$ cat src/rtl/alu_src_b_stage.sv
// Registered operand-B selector: picks a source slot or the PC-increment constant,
// applies an immediate transform, and buffers results in a 2-entry valid/ready queue.
module alu_src_b_stage #(
  parameter int unsigned WIDTH     = 32,
  parameter int unsigned NUM_SRC   = 4,
  parameter int unsigned SEL_W     = 2,
  parameter int unsigned CONST_IDX = 1,
  parameter int unsigned CONST_VAL = 4,
  parameter int unsigned IMM_W     = 16,
  parameter int unsigned SHAMT     = 2
) (
  input  logic                     clk,
  input  logic                     reset,
  input  logic                     in_valid,
  output logic                     in_ready,
  input  logic [SEL_W-1:0]         sel,
  input  logic [1:0]               mode,
  input  logic [NUM_SRC*WIDTH-1:0] src_data,
  output logic                     out_valid,
  input  logic                     out_ready,
  output logic [WIDTH-1:0]         out_data,
  output logic                     sel_err,
  output logic [1:0]               count
);

  localparam int unsigned EXT_W = WIDTH - IMM_W;
  localparam int unsigned DEPTH = 2;

  logic [WIDTH-1:0] mem   [DEPTH];
  logic [WIDTH-1:0] mem_n [DEPTH];
  logic             head, head_n;
  logic             tail, tail_n;
  logic [1:0]       count_n;
  logic             push, pop;
  logic             sel_oor;
  logic [WIDTH-1:0] raw;
  logic [IMM_W-1:0] imm;
  logic [WIDTH-1:0] sext;
  logic [WIDTH-1:0] xf;

  // Source selection and immediate transform, resolved before the value is stored
  always_comb begin
    raw     = '0;
    sel_oor = (32'(sel) >= NUM_SRC);
    for (int unsigned k = 0; k < NUM_SRC; k++) begin
      if (sel == SEL_W'(k)) raw = src_data[k*WIDTH +: WIDTH];
    end
    if (sel == SEL_W'(CONST_IDX)) raw = WIDTH'(CONST_VAL);
    if (sel_oor) raw = '0;
    imm  = raw[IMM_W-1:0];
    sext = {{EXT_W{imm[IMM_W-1]}}, imm};
    case (mode)
      2'b01:   xf = sext;
      2'b10:   xf = sext << SHAMT;
      2'b11:   xf = {{EXT_W{1'b0}}, imm};
      default: xf = raw;
    endcase
  end

  // Queue next-state: write at tail on push, advance head on pop
  always_comb begin
    push    = in_valid & in_ready;
    pop     = out_valid & out_ready;
    mem_n   = mem;
    head_n  = head;
    tail_n  = tail;
    count_n = count;
    if (push) begin
      mem_n[tail] = xf;
      tail_n      = ~tail;
    end
    if (pop) head_n = ~head;
    case ({push, pop})
      2'b10:   count_n = count + 2'd1;
      2'b01:   count_n = count - 2'd1;
      default: count_n = count;
    endcase
  end

  // Handshake flags and out_data are registered from next-state values
  always_ff @(posedge clk) begin
    if (reset) begin
      mem[0]    <= '0;
      mem[1]    <= '0;
      head      <= 1'b0;
      tail      <= 1'b0;
      count     <= 2'd0;
      in_ready  <= 1'b1;
      out_valid <= 1'b0;
      out_data  <= '0;
      sel_err   <= 1'b0;
    end else begin
      mem       <= mem_n;
      head      <= head_n;
      tail      <= tail_n;
      count     <= count_n;
      in_ready  <= (count_n != 2'd2);
      out_valid <= (count_n != 2'd0);
      out_data  <= (count_n != 2'd0) ? mem_n[head_n] : '0;
      sel_err   <= push & sel_oor;
    end
  end

endmodule

$ cat config.mk
export PLATFORM = sky130hd
export DESIGN_NAME = alu_src_b_stage
export DESIGN_NICKNAME = d
export VERILOG_FILES = /design/src/rtl/alu_src_b_stage.sv
export SDC_FILE = /design/constraint.sdc
export NUM_CORES = 1
export LEC_CHECK = 0
export ABC_CLOCK_PERIOD_IN_PS = 2600
export BUFFER_PORTS_ARGS = -buffer_cell sky130_fd_sc_hd__buf_2
export CAP_MARGIN = 20
export CORE_MARGIN = 4
export CORE_UTILIZATION = 50
export DETAILED_ROUTE_END_ITERATION = 10
export PLACE_DENSITY = 0.81
export SLEW_MARGIN = 20
export SYNTH_ARGS = -nofsm -noshare
export SYNTH_HDL_FRONTEND = slang
export SYNTH_SLANG_ARGS = --single-unit
$ cat constraint.sdc
create_clock -name clk -period 2.6 [get_ports clk]
set_input_delay 0.52 -clock clk [delete_from_list [all_inputs] [get_ports clk]]
set_output_delay 0.52 -clock clk [all_outputs]
set_load 0.005 [all_outputs]
; After elaboration in Yosys (flattened, before gate mapping)
; Index checks and enable logic that the tools add are counted.
[classes]
n_addsub = 2
n_mul = 0
div = 0
n_lt_le_gt_ge = 3
n_eq_ne = 9
n_shift = 0
muxes = 14
n_bitwise = 7
reduce_logical = 4
[op_table]
columns = cell, count
row1 = $mux W32, 8
row2 = $pmux W32 S3, 1
row3 = $bwmux W64, 1
row4 = $mux W64, 1
row5 = $demux W32 S1, 1
row6 = $eq A2 B2 Y1 const B, 5
row7 = $eq A2 B1 Y1 const B, 3
row8 = $ge A2 B2 Y1 const B, 2
row9 = $not A1 Y2, 2
row10 = $pmux W2 S2, 1
row11 = $not A1 Y1, 3
row12 = $add A2 B1 Y2 const B, 1
row13 = $and A1 B1 Y1, 2
row14 = $logic_not A2 Y1, 1
row15 = $lt A2 B1 Y1 const B, 1
row16 = $ne A2 B2 Y1 const B, 1
row17 = $reduce_bool A2 Y1, 1
row18 = $reduce_or A2 Y1, 1
row19 = $sub A2 B1 Y2 const B, 1
row20 = $logic_and A1 B1 Y1, 1
row21 = $mux W1, 1
[word_totals]
ff_bits = 102
latch_bits = 0
ram_bits = 0
rom_bits = 0
input_bits = 136
output_inout_bits = 37
elab_cells = 47
memories = 0

; Longest topological paths before layout
; Gate-level depths: netlist (run 1).
[logic_depth]
ltp_word = 11
ltp_mapped = 9
depth_no_buf = 7

; Worst setup path after synthesis (run 1)
; OpenSTA, ideal clock, no wires.
[synth_path]
kind = input to register
start = input out_ready
end = register out_data[15]
setup_ns = 0.070
t_arrival_ns = 2.193
required_ns = 2.530
setup_slack_ns = 0.337
path_stages = 8
path_buffers = 2
cell_sequence = and2_1 clkbuf_1 ha_1 nor3b_1 a211oi_2 clkbuf_1 o221ai_1 a21oi_1
[synth_via]
elab_chain_len = 6
elab_cells_between_ends = 12
cone_classes = eq/ne (2) / mux (5) / bitwise (3) / reduce/logical (2)
[synth_rtl]
columns = item, line_no
row1 = "start, declared", 20  ; input logic out_ready,
row2 = $and A1 B1 Y1 *, 63  ; pop = out_valid & out_ready;
row3 = "$eq A2 B1 Y1, or another cell as far along", 73  ; case ({push, pop})
row4 = $pmux W2 S2 or $not A1 Y2 (tied branches), "73, 99"
row5 = $reduce_bool A2 Y1 or $mux W32 (tied branches), 99  ; out_data <= (count_n != 2'd0) ? mem_n[head_n] : '0;
row6 = $not A1 Y1 (no source line) or $mux W32 (tied branches), --
row7 = $reduce_or A2 Y1 (no source line) or $mux W32 (tied branches), --
row8 = "end signal, assigned", 99
row9 = "end, declared", 21  ; output logic [WIDTH-1:0] out_data,
; Every way passes the cells marked *; elsewhere a longest branch is shown, timed or not. The select of a mux whose other input is x is not followed.
; A chain may end at the register's enable or synchronous reset.

; Worst setup path in the final report (run 1)
[layout_path]
start = register in_ready
end = register out_data[30]
[layout_via]
elab_chain_len = 6
elab_cells_between_ends = 11
cone_classes = eq/ne (2) / mux (5) / bitwise (2) / reduce/logical (2)
[layout_rtl]
columns = item, line_no
row1 = "start, declared", 15  ; output logic in_ready,
row2 = "start signal, assigned", 97  ; in_ready <= (count_n != 2'd2);
row3 = $and A1 B1 Y1 *, 62  ; push = in_valid & in_ready;
row4 = $eq A2 B1 Y1 or $eq A2 B2 Y1 (tied branches), 73
row5 = $pmux W2 S2, 73
row6 = $reduce_bool A2 Y1, 99
row7 = $not A1 Y1 (no source line), --
row8 = $reduce_or A2 Y1 (no source line), --
; Marked as above.

==> flow_summary.json, run 1 <==
{
  "worstPathRequired_ns": 2.89,
  "path_class": "flip-flop to flip-flop",
  "clk-insertion-delay-late_ns": 0.38,
  "yosysMostFrequentCell": "dfxtp_1",
  "fp-row-count": 35,
  "crit_family": "compound AO/OA/AOI/OAI gates",
  "wl_met3_um": 958,
  "numClockSinks": 102,
  "ys_top_cells_by_count": "102 x dfxtp_1, 61 x nand2_1, 57 x a21oi_1, 57 x nor2_1, 42 x mux2i_1",
  "synth-adder-area-share": 0.002641,
  "grt_max_degree": 42,
  "cts_max_path_buffers": 2,
  "yosysUniqueCellTypes": 42,
  "ys_warn_count": 0,
  "syn_avg_cell_area_um2": 8.888,
  "numCtsBuffers": 9,
  "synth_area_um2": 4737,
  "syn_inst": 533,
  "initial_core_util": 0.5127,
  "area_growth_pct": 20.15,
  "critPathBufInv": 1,
  "grt_usage": 0.2340,
  "synth.mux.area_fraction": 0.1006,
  "synth_compound_area_frac": 0.2660,
  "dr.first_iter.drc_count": 267,
  "synth-seq-cells": 102,
  "rr_startpoint": "in_ready",
  "synth_flop_cell": "dfxtp_1",
  "yosysSeqAreaShare": 0.4311,
  "startpoint": "in_ready",
  "finalCriticalPeriod_ns": 2.158,
  "cts_max_level": 3,
  "power_density_nw_per_um2": 755.9,
  "drcViolationCount": 0,
  "sw_frac_of_total": 0.3438,
  "gp_congestion": 0.7852,
  "fillers": 768,
  "register_area_um2": 2042,
  "grt_overflow": 0,
  "start_kind": "flip-flop",
  "p_seq_frac": 0.447,
  "cts_hold_buf": 0,
  "fin_skew_ns": 0.009800,
  "antenna_found_initial": 1,
  "p_leak_nw": 2.408,
  "p_clk_frac": 0.248,
  "final_layout_size_suffix_gt1_frac": 0.2842,
  "cp-end-kind": "flip-flop",
  "p_comb_frac": 0.305,
  "cts-root-buf": "clkbuf_8",
  "synthArstFlopShare": 0,
  "wire_per_inst_um": 16.96,
  "dr.pass1.iters": 5,
  "cts_setup_buffers": 0,
  "worstMarginPinSlew_ns": 0.8187,
  "antenna-diode-count": 0,
  "synthSimpleGateAreaFrac": 0.1231,
  "rsz0062_at_grt": "no",
  "synth_area_leaders": "dfxtp_1 43%, mux2i_1 8.9%, a21oi_1 6.0%",
  "period_share": 0.8301,
  "io_pins": 173,
  "hp-class": "flip-flop to flip-flop",
  "synth_nets": 670,
  "netSwitchingPower_w": 0.001479,
  "hpwl_um": 9155,
  "ant_nets": 0,
  "fin_nets": 790,
  "core-area_um2": 9240,
  "path_clk_slew_ns": 0.10,
  "hp-start": "mem[44]",
  "cap_viol_max_count": 0,
  "dieArea_um2": 11100,
  "grt_pass1_vias": 4519,
  "port_buffers": 139,
  "chipHeight_um": 105.3,
  "slew_violations": 0,
  "multiInputGateArea_um2": 2422,
  "cts_tree": "yes",
  "viasPerCell": 5.756,
  "cp.arrival_ns": 2.45,
  "cp_slowest_cell": "dfxtp_1",
  "drt-met1-wl_um": 5346,
  "p_int_w": 0.002823,
  "vias": 4530,
  "synth_edf_count": 0,
  "cp_slowest_stage_delay_ns": 0.41,
  "setup_tns_ns": 0,
  "crit_fanout": 21,
  "synth_xor_area_frac": 0.01558,
  "hold_viol_final": 0,
  "path_cells": "nand2_1, ha_1, nor3b_1, a211oi_4, buf_4, o221ai_1, a21oi_1",
  "highest_layer": "met5",
  "grt_pass1_wl_um": 21310,
  "outcome": "complete, no violations",
  "synth_top_family_by_area": "compound AO/OA/AOI/OAI gates",
  "post-route-util": 0.6160,
  "dr_wl_met2_um": 6739,
  "netlist.area_leader.share": 0.4311,
  "yosysTopAreaCell": "dfxtp_1",
  "routed_wl_um": 13350,
  "cts_resized": 0,
  "fmax_mhz": 463.4,
  "relSlewSlack": 0.4542,
  "setup_viol": 0,
  "max-vdd-ir-drop_v": 0.0004442,
  "die_w_um": 105.3
}
## final timing paths
kind	endpoint	slack [ns]	depth (start not counted)
max	out_data[30]	0.44	7
min	mem[44]	0.46	2
max reg2reg	out_data[30]	0.44	7
min reg2reg	mem[44]	0.46	2
## flip-flops by register name (all words and copies together) (netlist names)
name and cells:
out_valid 1, count 2, in_ready 1, head 1
mem 64, out_data 32, tail 1
## area by class of cell
class	instances	area share
multi-input combinational	376	0.4256
clock buffer	10	0.02418
clock inverter	6	0.01319
sequential	102	0.3588
timing repair buffer	156	0.1446
inverter	8	0.005276
tap	129	0.02836
## worst register-to-register path, delay by kind of cell (launching register included)
| kind | cells | cell delay [ns] |
|---|---|---|
| flip-flops | 1 | 0.41 |
| buffers and inverters | 1 | 0.31 |
| adder cells (fa/ha/maj) | 1 | 0.39 |
| AND/OR/NAND/NOR | 2 | 0.35 |
| AO/OA/AOI/OAI | 3 | 0.62 |
## kinds of logic after synthesis
family,Yosys count
AO/OA/AOI/OAI,180
AND/OR/NAND/NOR,141
flip-flops,102
buffers and inverters,55
multiplexers,47
XOR/XNOR,6
adder cells (fa/ha/maj),1
other,1
## layout by cell type, fill, tap and decap left out, types with 3 or more instances in the layout
master | synthesis | routed
o221ai_1 | 28 | 28
a211oi_1 | 32 | 32
nand2_1 | 61 | 61
o21a_1 | 16 | 16
nand3_1 | 5 | 5
inv_1 | 8 | 8
dfxtp_1 | 102 | 102
mux2i_1 | 42 | 42
nor2_1 | 57 | 56
and2_1 | 5 | 5
a21oi_1 | 57 | 57
buf_4 | 7 | 17
mux2_2 | 5 | 5
nand2b_1 | 3 | 3
buf_2 | 12 | 139
o21ai_0 | 13 | 13
clkbuf_8 | 0 | 10
o2bb2ai_1 | 16 | 16
## power by group through the flow
| stage | registers [W] | clock network, W | logic (W) |
|---|---|---|---|
| floorplan | 0.00196 | 0 | 0.000825 |
| global placement | 0.00195 | 0 | 0.00125 |
| detailed placement | 0.00196 | 0 | 0.00130 |
| CTS | 0.00192 | 0.00107 | 0.00131 |
| global route | 0.00195 | 0.00114 | 0.00143 |
| finish | 0.00193 | 0.00107 | 0.00131 |
## stage by stage
stage	power (W)	area [um^2]	instances	setup slack, ns	hold slack (ns)
final	0.004303	5692	787	0.4418	0.4642
after global routing	0.004534	5692	787	0.2768	0.4864
after CTS	0.004301	5692	787	0.4565	0.4652
after detailed placement	0.003260	5479	771	0.1087	0.4522
after global placement	0.003197	5479	771	0.2821	0.4419
after floorplan	0.002785	4737	533	0.3374	0.4362
## metal layers
layer	global-route usage	vias to the layer above
met1	0.2846	2148
met4	0.09934	2
met2	0.3998	197
li1	-	2156
met5	0	-
met3	0.04838	27
Note: power is estimated with default switching activity, not from simulation.
==> inputs of run 2 (changes only) <==
- ABC_CLOCK_PERIOD_IN_PS: 2600 -> 2000
- clock period: 2.6 -> 2 ns (I/O delays scaled with it)
==> flow_summary.json, run 2 (synthesis results as in run 1) <==
{
  "outcome": "complete, no violations",
  "cp-end-kind": "flip-flop",
  "rsz0062_at_grt": "no",
  "path_cells": "nand2_1, ha_1, xnor2_1, nor2_1, a211oi_4, buf_12, o221ai_1, a21oi_1",
  "path_clk_slew_ns": 0.09,
  "finalCriticalPeriod_ns": 1.891,
  "area_growth_pct": 24.72,
  "drcViolationCount": 0,
  "worstMarginPinSlew_ns": 0.7350,
  "path_class": "flip-flop to flip-flop",
  "crit_end": "out_data[4]",
  "grt_overflow": 0,
  "stdcell_count": 809,
  "cp_slowest_stage_delay_ns": 0.42,
  "numCtsBuffers": 9,
  "largest_register": "mem",
  "grt_usage": 0.2371,
  "grt_pass1_vias": 4574,
  "period_share": 0.9457,
  "viasPerCell": 5.738,
  "routed_wl_um": 13620,
  "worstPathRequired_ns": 2.29,
  "cts_tree": "yes",
  "cp.arrival_ns": 2.18,
  "dieArea_um2": 11100,
  "vias": 4642,
  "die_w_um": 105.3,
  "fillers": 776,
  "dr.first_iter.drc_count": 236,
  "cts_max_level": 3,
  "clk-insertion-delay-late_ns": 0.36,
  "dp.cells": 792,
  "io_pins": 173,
  "hold_viol_final": 0,
  "p_leak_nw": 2.521,
  "fin_nets": 811,
  "cts-root-buf": "clkbuf_8",
  "core-area_um2": 9240,
  "final_layout_size_suffix_gt1_frac": 0.3049,
  "relSlewSlack": 0.5100,
  "rr_worst_depth": 8,
  "cap_viol_max_count": 0,
  "fin_skew_ns": 0.009344,
  "reg.largest.list": "mem: 64 flops, out_data: 32 flops, count: 2 flops",
  "fmax_mhz": 528.7,
  "port_buffers": 139,
  "wire_per_inst_um": 16.84,
  "ant_nets": 0,
  "grt_pass1_wl_um": 21510,
  "grt_max_degree": 69,
  "rr_startpoint": "in_ready",
  "gp_congestion": 0.8155,
  "largest_reg_flops": 64,
  "crit_fanout": 20,
  "numClockSinks": 102,
  "power_density_nw_per_um2": 968.3,
  "r2r_setup_slack_ns": 0.11,
  "chipHeight_um": 105.3,
  "cp_slowest_cell": "dfxtp_1",
  "r2r-end": "out_data[4]",
  "antenna_found_initial": 1,
  "max-vdd-ir-drop_v": 0.0007844,
  "start_kind": "flip-flop",
  "dr.pass1.iters": 5,
  "setup_viol": 0,
  "final_cell_mix": "139 x buf_2, 102 x dfxtp_1, 61 x nand2_1",
  "startpoint": "in_ready",
  "cts_max_path_buffers": 2,
  "cts_hold_buf": 0,
  "hp-class": "primary input to flip-flop",
  "fp-row-count": 35,
  "final_common_cell": "buf_2",
  "setup_tns_ns": 0,
  "hpwl_um": 9811,
  "slew_violations": 0,
  "initial_core_util": 0.5127
}
run 2: cell types whose count changed in the layout (fill, tap and decap cells not counted):
cell        change
clkinv_4        -1
inv_6           -1
clkbuf_1        +1
diode_2         +1
buf_4          +16
buf_12          +5
clkinvlp_4      +1
run 2: through the flow:
step           instance area [um^2]  hold slack, ns  utilization  setup WS, ns  power, W
2_1_floorplan                  4743          0.4362            -       0.03722  0.003627
4_1_cts                        5906          0.4119       0.6391       0.07621  0.005725
5_1_grt                        5908          0.4134       0.6394      0.001681  0.006027
3_3_place_gp                   5699          0.4425       0.6168     -0.008422  0.004327
3_5_place_dp                   5699          0.4473       0.6168      -0.04011  0.004407
6_report                       5908          0.4170       0.6394        0.1087  0.005721
run 2: how the worst min path moves through the flow:
stage / from / to / slack (ns) / cells after the start
after floorplan: mem[12] / mem[12] / 0.44 / 2
after global placement: mem[15] / mem[15] / 0.44 / 2
after detailed placement: mem[15] / mem[15] / 0.45 / 2
after CTS: reset / out_valid / 0.41 / 3
after global routing: reset / out_valid / 0.41 / 3
final: reset / out_valid / 0.42 / 3
run 2: routing by layer:
| layer | part of all wire | wire length (um) | track usage |
|---|---|---|---|
| met5 | 0 | 0 | 0 |
| met4 | 0.023 | 308 | 0.08341 |
| met3 | 0.072 | 978 | 0.04715 |
| met2 | 0.51 | 6919 | 0.4126 |
| met1 | 0.40 | 5416 | 0.2903 |
run 2: repair_timing:
action,CTS,global route
endpoints found under the hold margin,0,0
gates resized for setup,0,0
setup buffers,0,0
endpoints found under the setup margin,0,11
run 2: worst max-delay path: cells and delay by family, from the launching register on:
kind | cells | cell delay [ns]
XOR/XNOR | 1 | 0.16
AND/OR/NAND/NOR | 2 | 0.18
adder cells (fa/ha/maj) | 1 | 0.24
buffers and inverters | 1 | 0.21
AO/OA/AOI/OAI | 3 | 0.61
flip-flops | 1 | 0.42
run 2: layout make-up:
class	count	area [um^2]	share of cell area
Tap cell	129	161.4	0.02732
Clock buffer	11	141.4	0.02393
Multi-Input combinational cell	376	2422	0.4100
Inverter	8	30.03	0.005083
Timing Repair Buffer	177	1044	0.1766
Antenna cell	1	2.502	0.0004235
Clock inverter	5	65.06	0.01101
Sequential cell	102	2042	0.3456
run 2: power by group:
part | total, W | internal [W] | switching, W
clock network | 0.00134 | 0.000627 | 0.000715
logic | 0.00187 | 0.000815 | 0.00106
registers | 0.00251 | 0.00236 | 0.000149
==> inputs of run 3 (changes only) <==
- CORE_MARGIN: 4 -> 2
==> flow_summary.json, run 3 (synthesis results as in run 1) <==
{
  "path_clk_slew_ns": 0.11,
  "worstMarginPinSlew_ns": 0.7220,
  "cts_tree": "yes",
  "slew_violations": 0,
  "area_growth_pct": 24.04,
  "cp_slowest_cell": "dfxtp_1",
  "fin_skew_ns": 0.01338,
  "max-vdd-ir-drop_v": 0.0008010,
  "port_buffers": 139,
  "antenna-diode-count": 0,
  "crit_fanout": 23,
  "path_cells": "and2_1, ha_1, xnor2_1, nor2_1, a211oi_4, buf_12, o221ai_1, a21oi_1",
  "clk-insertion-delay-late_ns": 0.37,
  "finalCriticalPeriod_ns": 1.850,
  "core-area_um2": 9196,
  "relSlewSlack": 0.5187,
  "period_share": 0.9250,
  "final_cell_mix": "139 x buf_2, 101 x dfxtp_1, 61 x nand2_1",
  "cap_viol_max_count": 0,
  "largest_reg_flops": 64,
  "start_kind": "flip-flop",
  "hpwl_um": 9032,
  "viasPerCell": 5.793,
  "grt_pass1_wl_um": 20330,
  "numCtsBuffers": 9,
  "rsz0062_at_grt": "no",
  "p_leak_nw": 2.521,
  "grt_pass1_vias": 4476,
  "cts-root-buf": "clkbuf_8",
  "netSwitchingPower_w": 0.001935,
  "final_common_cell": "buf_2",
  "path_class": "flip-flop to flip-flop",
  "p_clk_frac": 0.239,
  "hold_viol_final": 0,
  "cts_max_path_buffers": 2,
  "grt_overflow": 0,
  "dieArea_um2": 10270,
  "largest_register": "mem",
  "die_w_um": 101.3,
  "dr.first_iter.drc_count": 319,
  "io_pins": 173,
  "cp.arrival_ns": 2.15,
  "register_area_um2": 2043,
  "cts_hold_buf": 0,
  "multiInputGateArea_um2": 2422,
  "drcViolationCount": 0,
  "dr.pass1.iters": 5,
  "antenna_found_initial": 0,
  "fillers": 758,
  "p_seq_frac": 0.438,
  "reg.largest.list": "mem: 64 flops, out_data: 32 flops, count: 2 flops",
  "total_power_w": 0.005712,
  "wire_per_inst_um": 16.09,
  "cp-end-kind": "flip-flop",
  "routed_wl_um": 12660,
  "sw_frac_of_total": 0.3387,
  "initial_core_util": 0.5151,
  "fp-row-count": 35,
  "gp_congestion": 0.7950,
  "ant_nets": 0,
  "power_density_nw_per_um2": 972.2,
  "chipHeight_um": 101.3,
  "final_layout_size_suffix_gt1_frac": 0.3047,
  "grt_usage": 0.2458,
  "grt_max_degree": 69,
  "vias": 4559,
  "numClockSinks": 102,
  "fin_nets": 808,
  "cts_max_level": 3,
  "p_int_w": 0.003778,
  "p_comb_frac": 0.323,
  "fmax_mhz": 540.6,
  "hp-class": "primary input to flip-flop",
  "worstPathRequired_ns": 2.30,
  "timing.hold.ws_ns": 0.4671,
  "outcome": "complete, no violations",
  "setup_viol": 0,
  "cp_slowest_stage_delay_ns": 0.32
}
[run 3: changes by cell type in the layout (fill, tap and decap cells not counted), sizes merged]
cell	before	now
clkinv	0	4
buf	177	174
clkbuf	11	9
clkinvlp	2	0
diode	1	0
[run 3: area by class of cell]
type / count / share of cell area
inverter: 8 / 0.005111
clock inverter: 7 / 0.01576
multi-input combinational: 376 / 0.4123
timing repair buffer: 174 / 0.1744
clock buffer: 9 / 0.02108
sequential: 102 / 0.3477
tap: 111 / 0.02364
[run 3: worst max-delay path: cells and delay by family, from the launching register on]
kind            cells  cell delay, ns
compound gates      3            0.62
simple gates        2            0.26
fa+ha+maj           1            0.21
flops               1            0.32
buf+inv             1            0.21
xor+xnor            1            0.18
[run 3: final timing paths]
path | startpoint | to | slack [ns] | cells after the start
hold / removal | src_data[120] | out_data[24] | 0.47 | 5
hold reg to reg | mem[6] | mem[6] | 0.47 | 2
setup / recovery | out_valid | out_data[17] | 0.15 | 8
setup reg to reg | out_valid | out_data[17] | 0.15 | 8
[run 3: timing repair]
action                     CTS  global route
setup buffers                0             1
resized for setup            0             2
setup endpoints to repair    0            28
[run 3: stage by stage]
stage | cell area (um^2) | utilization | worst slack [ns] | TNS [ns] | cells
global placement | 5647 | 0.6140 | 0.001947 | 0 | 770
detailed placement | 5647 | 0.6140 | -0.04914 | -0.2380 | 770
floorplan | 4743 | - | 0.03722 | 0 | 533
CTS | 5863 | 0.6376 | 0.09659 | 0 | 786
global route | 5876 | 0.6389 | 0.004325 | 0 | 787
finish | 5876 | 0.6389 | 0.1501 | 0 | 787
[run 3: power groups by stage]
stage               clock network, W  logic (W)  registers (W)
global route                 0.00145    0.00202        0.00254
finish                       0.00137    0.00185        0.00250
CTS                          0.00138    0.00182        0.00250
floorplan                          0    0.00108        0.00255
detailed placement                 0    0.00181        0.00255
global placement                   0    0.00177        0.00253
[run 3: per-layer routing]
metal | track usage | wire, um
met2 | 0.4381 | 6427
met5 | 0 | 0
met3 | 0.05797 | 849
met4 | 0.07484 | 285
met1 | 0.2934 | 5102
